`config.mk`:
```
export PLATFORM = sky130hd
export DESIGN_NAME = operand_loader_flat
export DESIGN_NICKNAME = d
export VERILOG_FILES = /design/src/rtl/alu_pkg.sv /design/src/rtl/operand_loader_if.sv /design/src/rtl/operand_loader.sv /design/src/flat_wrapper.sv
export SDC_FILE = /design/constraint.sdc
export NUM_CORES = 1
export LEC_CHECK = 0
export ABC_AREA = 1
export CORE_MARGIN = 8
export CORE_UTILIZATION = 48
export CTS_BUF_LIST = sky130_fd_sc_hd__clkbuf_4 sky130_fd_sc_hd__clkbuf_8
export CTS_CLUSTER_DIAMETER = 200
export DETAILED_ROUTE_END_ITERATION = 7
export PLACE_DENSITY = 0.93
export SLEW_MARGIN = 10
export SYNTH_ARGS = -nofsm -noshare
export SYNTH_HDL_FRONTEND = slang
export SYNTH_SLANG_ARGS = --single-unit
```
`constraint.sdc`:
```
create_clock -name clk -period 1.7 [get_ports clk]
set_input_delay 0.255 -clock clk [delete_from_list [all_inputs] [get_ports clk]]
set_output_delay 0.255 -clock clk [all_outputs]
set_load 0.03 [all_outputs]
```
`src/rtl/alu_pkg.sv`:
```
// Shared definitions for the operand loader: FSM state encodings and default widths.
package alu_pkg;

  localparam int WIDTH_DEF = 4;
  localparam int CNT_W_DEF = 8;

  typedef enum logic [1:0] {
    S_A    = 2'd0,
    S_B    = 2'd1,
    S_OP   = 2'd2,
    S_HOLD = 2'd3
  } state_t;

endpackage

```
`src/rtl/operand_loader_if.sv`:
```
// Bus between the operand producer/consumer and the loader.
// Handshake: a word moves on a rising edge where valid and ready are both 1;
// ready and valid never depend combinationally on the other side's signals.
interface operand_loader_if #(
  parameter int WIDTH = alu_pkg::WIDTH_DEF,
  parameter int CNT_W = alu_pkg::CNT_W_DEF
);
  logic [WIDTH-1:0] din;
  logic             din_valid;
  logic             din_ready;
  logic [WIDTH-1:0] a;
  logic [WIDTH-1:0] b;
  logic             sel;
  logic             op_valid;
  logic             op_ready;
  logic [CNT_W-1:0] ops_count;

  // Producer / downstream side
  modport master (
    output din, din_valid, op_ready,
    input  din_ready, a, b, sel, op_valid, ops_count
  );

  // Loader side
  modport slave (
    input  din, din_valid, op_ready,
    output din_ready, a, b, sel, op_valid, ops_count
  );
endinterface

```
`src/rtl/operand_loader.sv`:
```
// Collects A, B and an opcode bit from a narrow bus and presents them as one
// registered operation to a downstream ALU, counting consumed operations.
module operand_loader
  import alu_pkg::*;
#(
  parameter int WIDTH = WIDTH_DEF,
  parameter int CNT_W = CNT_W_DEF
) (
  input  logic    clk,
  input  logic    rst_n,
  operand_loader_if.slave bus,
  output state_t  o_state
);

  state_t           r_state;
  state_t           w_next;
  logic             w_xfer;
  logic [WIDTH-1:0] r_a;
  logic [WIDTH-1:0] r_b;
  logic             r_sel;
  logic [CNT_W-1:0] r_cnt;

  // Ready/valid are pure state decodes, so no input reaches an output combinationally.
  assign bus.din_ready = (r_state != S_HOLD);
  assign bus.op_valid  = (r_state == S_HOLD);
  assign bus.a         = r_a;
  assign bus.b         = r_b;
  assign bus.sel       = r_sel;
  assign bus.ops_count = r_cnt;
  assign o_state       = r_state;

  assign w_xfer = bus.din_valid && (r_state != S_HOLD);

  always_comb begin
    w_next = r_state;
    case (r_state)
      S_A:     if (w_xfer) w_next = S_B;
      S_B:     if (w_xfer) w_next = S_OP;
      S_OP:    if (w_xfer) w_next = S_HOLD;
      S_HOLD:  if (bus.op_ready) w_next = S_A;
      default: w_next = S_A;
    endcase
  end

  always_ff @(posedge clk or negedge rst_n) begin
    if (!rst_n) r_state <= S_A;
    else        r_state <= w_next;
  end

  always_ff @(posedge clk or negedge rst_n) begin
    if (!rst_n) begin
      r_a   <= '0;
      r_b   <= '0;
      r_sel <= 1'b0;
      r_cnt <= '0;
    end else begin
      if (w_xfer && r_state == S_A)  r_a   <= bus.din;
      if (w_xfer && r_state == S_B)  r_b   <= bus.din;
      // Only the opcode LSB is meaningful; upper bits of the word are dropped.
      if (w_xfer && r_state == S_OP) r_sel <= bus.din[0];
      if (r_state == S_HOLD && bus.op_ready) r_cnt <= r_cnt + CNT_W'(1);
    end
  end

endmodule
```
`src/flat_wrapper.sv`:
```
// flat-port wrapper written by rule: the top's interface ports become plain ports
module operand_loader_flat import alu_pkg::*;
#(
  parameter int WIDTH = WIDTH_DEF,
  parameter int CNT_W = CNT_W_DEF
)
  (clk, rst_n, o_state, bus_din, bus_din_valid, bus_op_ready, bus_din_ready, bus_a, bus_b, bus_sel, bus_op_valid, bus_ops_count);
  operand_loader_if #(.WIDTH(WIDTH), .CNT_W(CNT_W)) bus_i ();
  input  logic clk;
  input  logic rst_n;
  output state_t o_state;
  input wire logic [$bits(bus_i.din)-1:0] bus_din;
  input wire logic [$bits(bus_i.din_valid)-1:0] bus_din_valid;
  input wire logic [$bits(bus_i.op_ready)-1:0] bus_op_ready;
  output wire logic [$bits(bus_i.din_ready)-1:0] bus_din_ready;
  output wire logic [$bits(bus_i.a)-1:0] bus_a;
  output wire logic [$bits(bus_i.b)-1:0] bus_b;
  output wire logic [$bits(bus_i.sel)-1:0] bus_sel;
  output wire logic [$bits(bus_i.op_valid)-1:0] bus_op_valid;
  output wire logic [$bits(bus_i.ops_count)-1:0] bus_ops_count;
  assign bus_i.din = bus_din;
  assign bus_i.din_valid = bus_din_valid;
  assign bus_i.op_ready = bus_op_ready;
  assign bus_din_ready = bus_i.din_ready;
  assign bus_a = bus_i.a;
  assign bus_b = bus_i.b;
  assign bus_sel = bus_i.sel;
  assign bus_op_valid = bus_i.op_valid;
  assign bus_ops_count = bus_i.ops_count;
  operand_loader #(.WIDTH(WIDTH), .CNT_W(CNT_W)) u_core (.clk(clk), .rst_n(rst_n), .bus(bus_i), .o_state(o_state));
endmodule
```
== Word level (Yosys, flattened, before mapping) ==
Index checks and enable logic that the tools add are counted.

* Output and inout port bits: 21
* Register bits after elaboration: 19

* Reductions and logical operators: 7
* Add/sub/neg operators: 1
* Equality and inequality tests: 8
* Mux-type cells: 5

{| class="wikitable"
|+ Operator list
! cell !! number
|-
| adder 8 x 1 -> 8 bit (second input constant) || 1
|-
| two-way mux 2 bit || 4
|-
| case mux 2 bit (4 select lines) || 1
|-
| != test 2 x 1 -> 1 bit (second input constant) || 3
|-
| logical AND 1 bit || 5
|-
| equality test 2 bit (second input constant) || 2
|-
| != test 2 bit (second input constant) || 2
|-
| AND reduction 4 bit || 1
|-
| equality test 2 x 1 -> 1 bit (second input constant) || 1
|-
| logical NOT 2 bit || 1
|}

== Logic depth before layout (Yosys ltp) ==
* Depth after elaboration: 4
* Gate-level depth with buffers: 8

== Least setup slack after synthesis ==
No wires, ideal clock.

* Kind: reg-to-reg
* From: register u_core.r_state[1], in the netlist u_core.o_state[1]
* To: register u_core.r_state[0], in the netlist u_core.o_state[0]
* Arrival: 1.370 ns
* Path buffers: 0
* Period minus slack after synthesis: 1.435 ns
* Cell stages (with the launch flop): 8
* Path slack: 0.265 ns
* Library setup time: 0.065 ns
* Data required time: 1.635 ns
* Cell sequence: dfrtp_1 -> ha_1 -> nand2_1 -> nand2_1 -> nand2_1 -> nand2_1 -> nand2_1 -> nand2_1

* Elaborated cells on any way between the ends: 12
* Classes of those cells: eq/ne: 8; mux: 1; reduce/logical: 3

{| class="wikitable"
|+ RTL lines
! element !! RTL line !! text
|-
| from (decl) || operand_loader.sv:15 || <nowiki>state_t r_state;</nowiki>
|-
| from (signal assigned) || operand_loader.sv:47 || <nowiki>else r_state <= w_next;</nowiki>
|-
| equality test 2 bit (*) || n/a ||
|-
| via bus_op_valid || flat_wrapper.sv:19 || <nowiki>output wire logic [$bits(bus_i.op_valid)-1:0] bus_op_valid;</nowiki>
|-
| != test 2 bit (no line) || n/a ||
|-
| AND reduction 4 bit (no line) || n/a ||
|}

The timed path passes the listed nets; every way through them passes the cells marked *.
A chain may end at the register's enable or synchronous reset.

== Worst setup path after layout ==
* From: register u_core.r_cnt[1], in the netlist u_core.bus.ops_count[1]
* To: output bus_ops_count[1]

{| class="wikitable"
|+ RTL lines
! element !! RTL line !! text
|-
| from (decl) || operand_loader.sv:21 || <nowiki>logic [CNT_W-1:0] r_cnt;</nowiki>
|-
| from (signal assigned) || operand_loader.sv:61 || <nowiki>if (r_state == S_HOLD && bus.op_ready) r_cnt <= r_cnt + CNT_W'(1);</nowiki>
|-
| to (decl) || flat_wrapper.sv:20 || <nowiki>output wire logic [$bits(bus_i.ops_count)-1:0] bus_ops_count;</nowiki>
|}

No word-level cell between the ends.

==> metrics.txt <==
post-synthesis mux area share 1.176%; fin crit period 1.647 ns; Max-cap violations 0; Hold WC Path Type primary input to asynchronous set/reset pin; Setup crit end kind output port; drt total wl 2180 microns; final worst path period share 96.86%; CP top delay family buffers and inverters; Finished Layout Cells 168; worst-path maximum fanout 4; Synth Area in Compound Gates 4.706%; Die Width 60.66 microns; input/output buffers 28; effective utilization at floorplan 49.80%; vias in the first global route 799; power per cell area 1735 mW/mm^2; EDFF count, synth 0; Switch Pwr 1070 uW; CORE AREA 0.001922 sq mm; Combinational Power Share 57.4%; Final #Nets 156; Chip Height 60.66 microns; Leak 0.0007223 uW; hpwl dp 1752 microns; synth cell count leaders 32 x nand2_1, 19 x dfrtp_1, 16 x inv_1, 9 x o21ai_0, 6 x ha_1; Crit path required time 1.44 ns; Worst-Margin Slew 0.3380 ns; largest area contributor in the netlist dfrtp_1; clock latency on the worst-skew pair 0.31 ns; fin util 68.82%; row count 16; Num CTS Buffers 3; number of synthesized register bits 19; Critical Path Max Stage Delay 0.69 ns; YS warnings 0; Top FF cell, synth dfrtp_1; worst r2r src u_core.o_state[0]; DR vias/cell 4.875; setup ws final 0.05330 ns; drt first pass iters 4; crit path from u_core.bus.ops_count[1]; clock skew 0.01000 ns; top area cells in the synthesized netlist dfrtp_1 50%, nand2_1 13%, ha_1 7.8%, inv_1 6.3%, o21ai_0 4.7%; WP data arrival 1.39 ns; syn nets 120; status finished clean; DRC 0; Routed Antenna Nets 0; CP Cell Sequence clkdlybuf4s50_1; Clock Path Buffers 2; DR WL/cell 12.98 microns; Buffers & Inverters on Critical Path 1; CTS tree yes; cell internal pwr 1225 uW; clock power share 10.2%; main combinational cell family by area after synthesis simple AND/OR/NAND/NOR gates; post-synthesis xor/xnor area fraction 4.444%; clk slew on worst S/H paths 0.11 ns; sw frac 46.61%; critical path class flip-flop to output port; global-route wire length before repair 3394 microns; Adder-Cell Fraction of Synth Area 7.843%; VDD IR-drop max 0.001159 V; CTS root buffer clkbuf_4; post-synthesis sequential area ratio 49.67%; ys async rst share 100.0%; Post-Syn Area 957.2 sq um; Simple-Gate Fraction of Synth Area 25.49%; First DRT Iteration DRCs 11; Avg Inst Size Synth 9.030 sq um; synth unique cells 18; CTS sink cnt 19; final setup violation count 0; Slowest cell on crit path clkdlybuf4s50_1; Vias 819; DIE AREA 0.003679 sq mm; pre-CTS WS 0.2339 ns; total gr overflow 0; share of cells above drive strength 1 13.48%; largest net degree at the start of global routing 20; Mapped Cells 106; diodes inserted 0; slew margin rel. 77.43%; Synth top area share 49.67%; Filler cells 175; P&R area growth vs syn 38.17%; Slew Viols, Final 0; num ports 29; initial antenna violation count 0; fmax 0.6073 GHz; Sum Neg Setup Slack 0 ns; placed cells 164; sequential power share 32.4%; cell with the most instances after synthesis nand2_1; Final Wtd Congestion 0.7791; H-tree Lvls 1; Final Hold Vio Count 0; GRT Overall Usage 12.70%; unrepaired setup endpoints after global routing false; Critical Path Source Type flip-flop
routing by layer:
| layer | vias to the layer above | GRT usage [%] | routed length, microns |
|---|---|---|---|
| met5 | - | 0 | 0 |
| met4 | 0 | 9.967 | 75 |
| met3 | 5 | 2.966 | 129 |
| met2 | 20 | 21.87 | 1132 |
| met1 | 397 | 12.88 | 842 |
| li1 | 397 | - | - |
placed cells by master, fill, tap and decap left out, drive strengths merged:
master         instances
nand3b                 1
inv                   17
mux2                   1
nand2                 35
clkbuf                 3
clkinv                 1
nor2                   4
xnor2                  2
o21ai                  9
xor2                   2
dlygate4sd2            5
or2                    1
ha                     6
clkdlybuf4s50         18
buf                    4
nand3                  8
dfrtp                 19
nand4                  1
dlymetal6s2s           4
logic make-up after synthesis:
group,count (synthesis)
AO/OA/AOI/OAI,9
XOR/XNOR,4
adder cells (fa/ha/maj),6
buffers and inverters,17
flip-flops,19
multiplexers,1
AND/OR/NAND/NOR,50
power by group through the flow:
stage	sequential, uW	clock [uW]	combinational [uW]
floorplan	1090	0	464
global placement	741	0	1320
detailed placement	752	0	1360
CTS	742	244	1340
global route	757	263	1430
finish	743	235	1320
repair_timing:
action,CTS,global route
cloned,0,0
setup buffers,0,0
gates resized for setup,5,4
endpoints found under the setup margin,5,4
hold buffers,0,0
state kept, by name, summed over array words and instances, names as in the netlist:
register	cells
u_core.o_state	2
u_core.bus.ops_count	8
u_core.bus.b	4
u_core.bus.sel	1
u_core.bus.a	4
final cells by class:
class	count	area (sq um)	share of cell area, %
clock buffer	3	22.52	1.703
multi-input combinational	70	417.9	31.60
tap	27	33.78	2.554
clock inverter	1	5.005	0.3784
timing repair buffer	31	304.0	22.99
sequential	19	475.5	35.95
inverter	17	63.81	4.825
metrics by stage:
| stage | total power, uW | hold slack [ns] | instance area (sq um) |
|---|---|---|---|
| 3_3_place_gp | 2064 | 0.4688 | 1291 |
| 6_report | 2295 | 0.2660 | 1323 |
| 5_1_grt | 2447 | 0.2788 | 1323 |
| 3_5_place_dp | 2116 | 0.4765 | 1291 |
| 4_1_cts | 2327 | 0.2633 | 1313 |
| 2_1_floorplan | 1553 | -0.04059 | 957.2 |
path summary, 6_finish.rpt:
| path | end | slack (ns) | depth (start not counted) |
|---|---|---|---|
| min in group clk | u_core.bus.a[2] | 0.51 | 2 |
| setup / recovery | bus_ops_count[1] | 0.05 | 1 |
| max in group asynchronous | u_core.bus.ops_count[3] | 1.23 | 2 |
| setup reg to reg | u_core.bus.ops_count[1] | 0.36 | 4 |
| hold reg to reg | u_core.bus.a[2] | 0.51 | 2 |
| hold / removal | u_core.bus.sel | 0.27 | 2 |
Note: power is estimated with default switching activity, not from simulation.
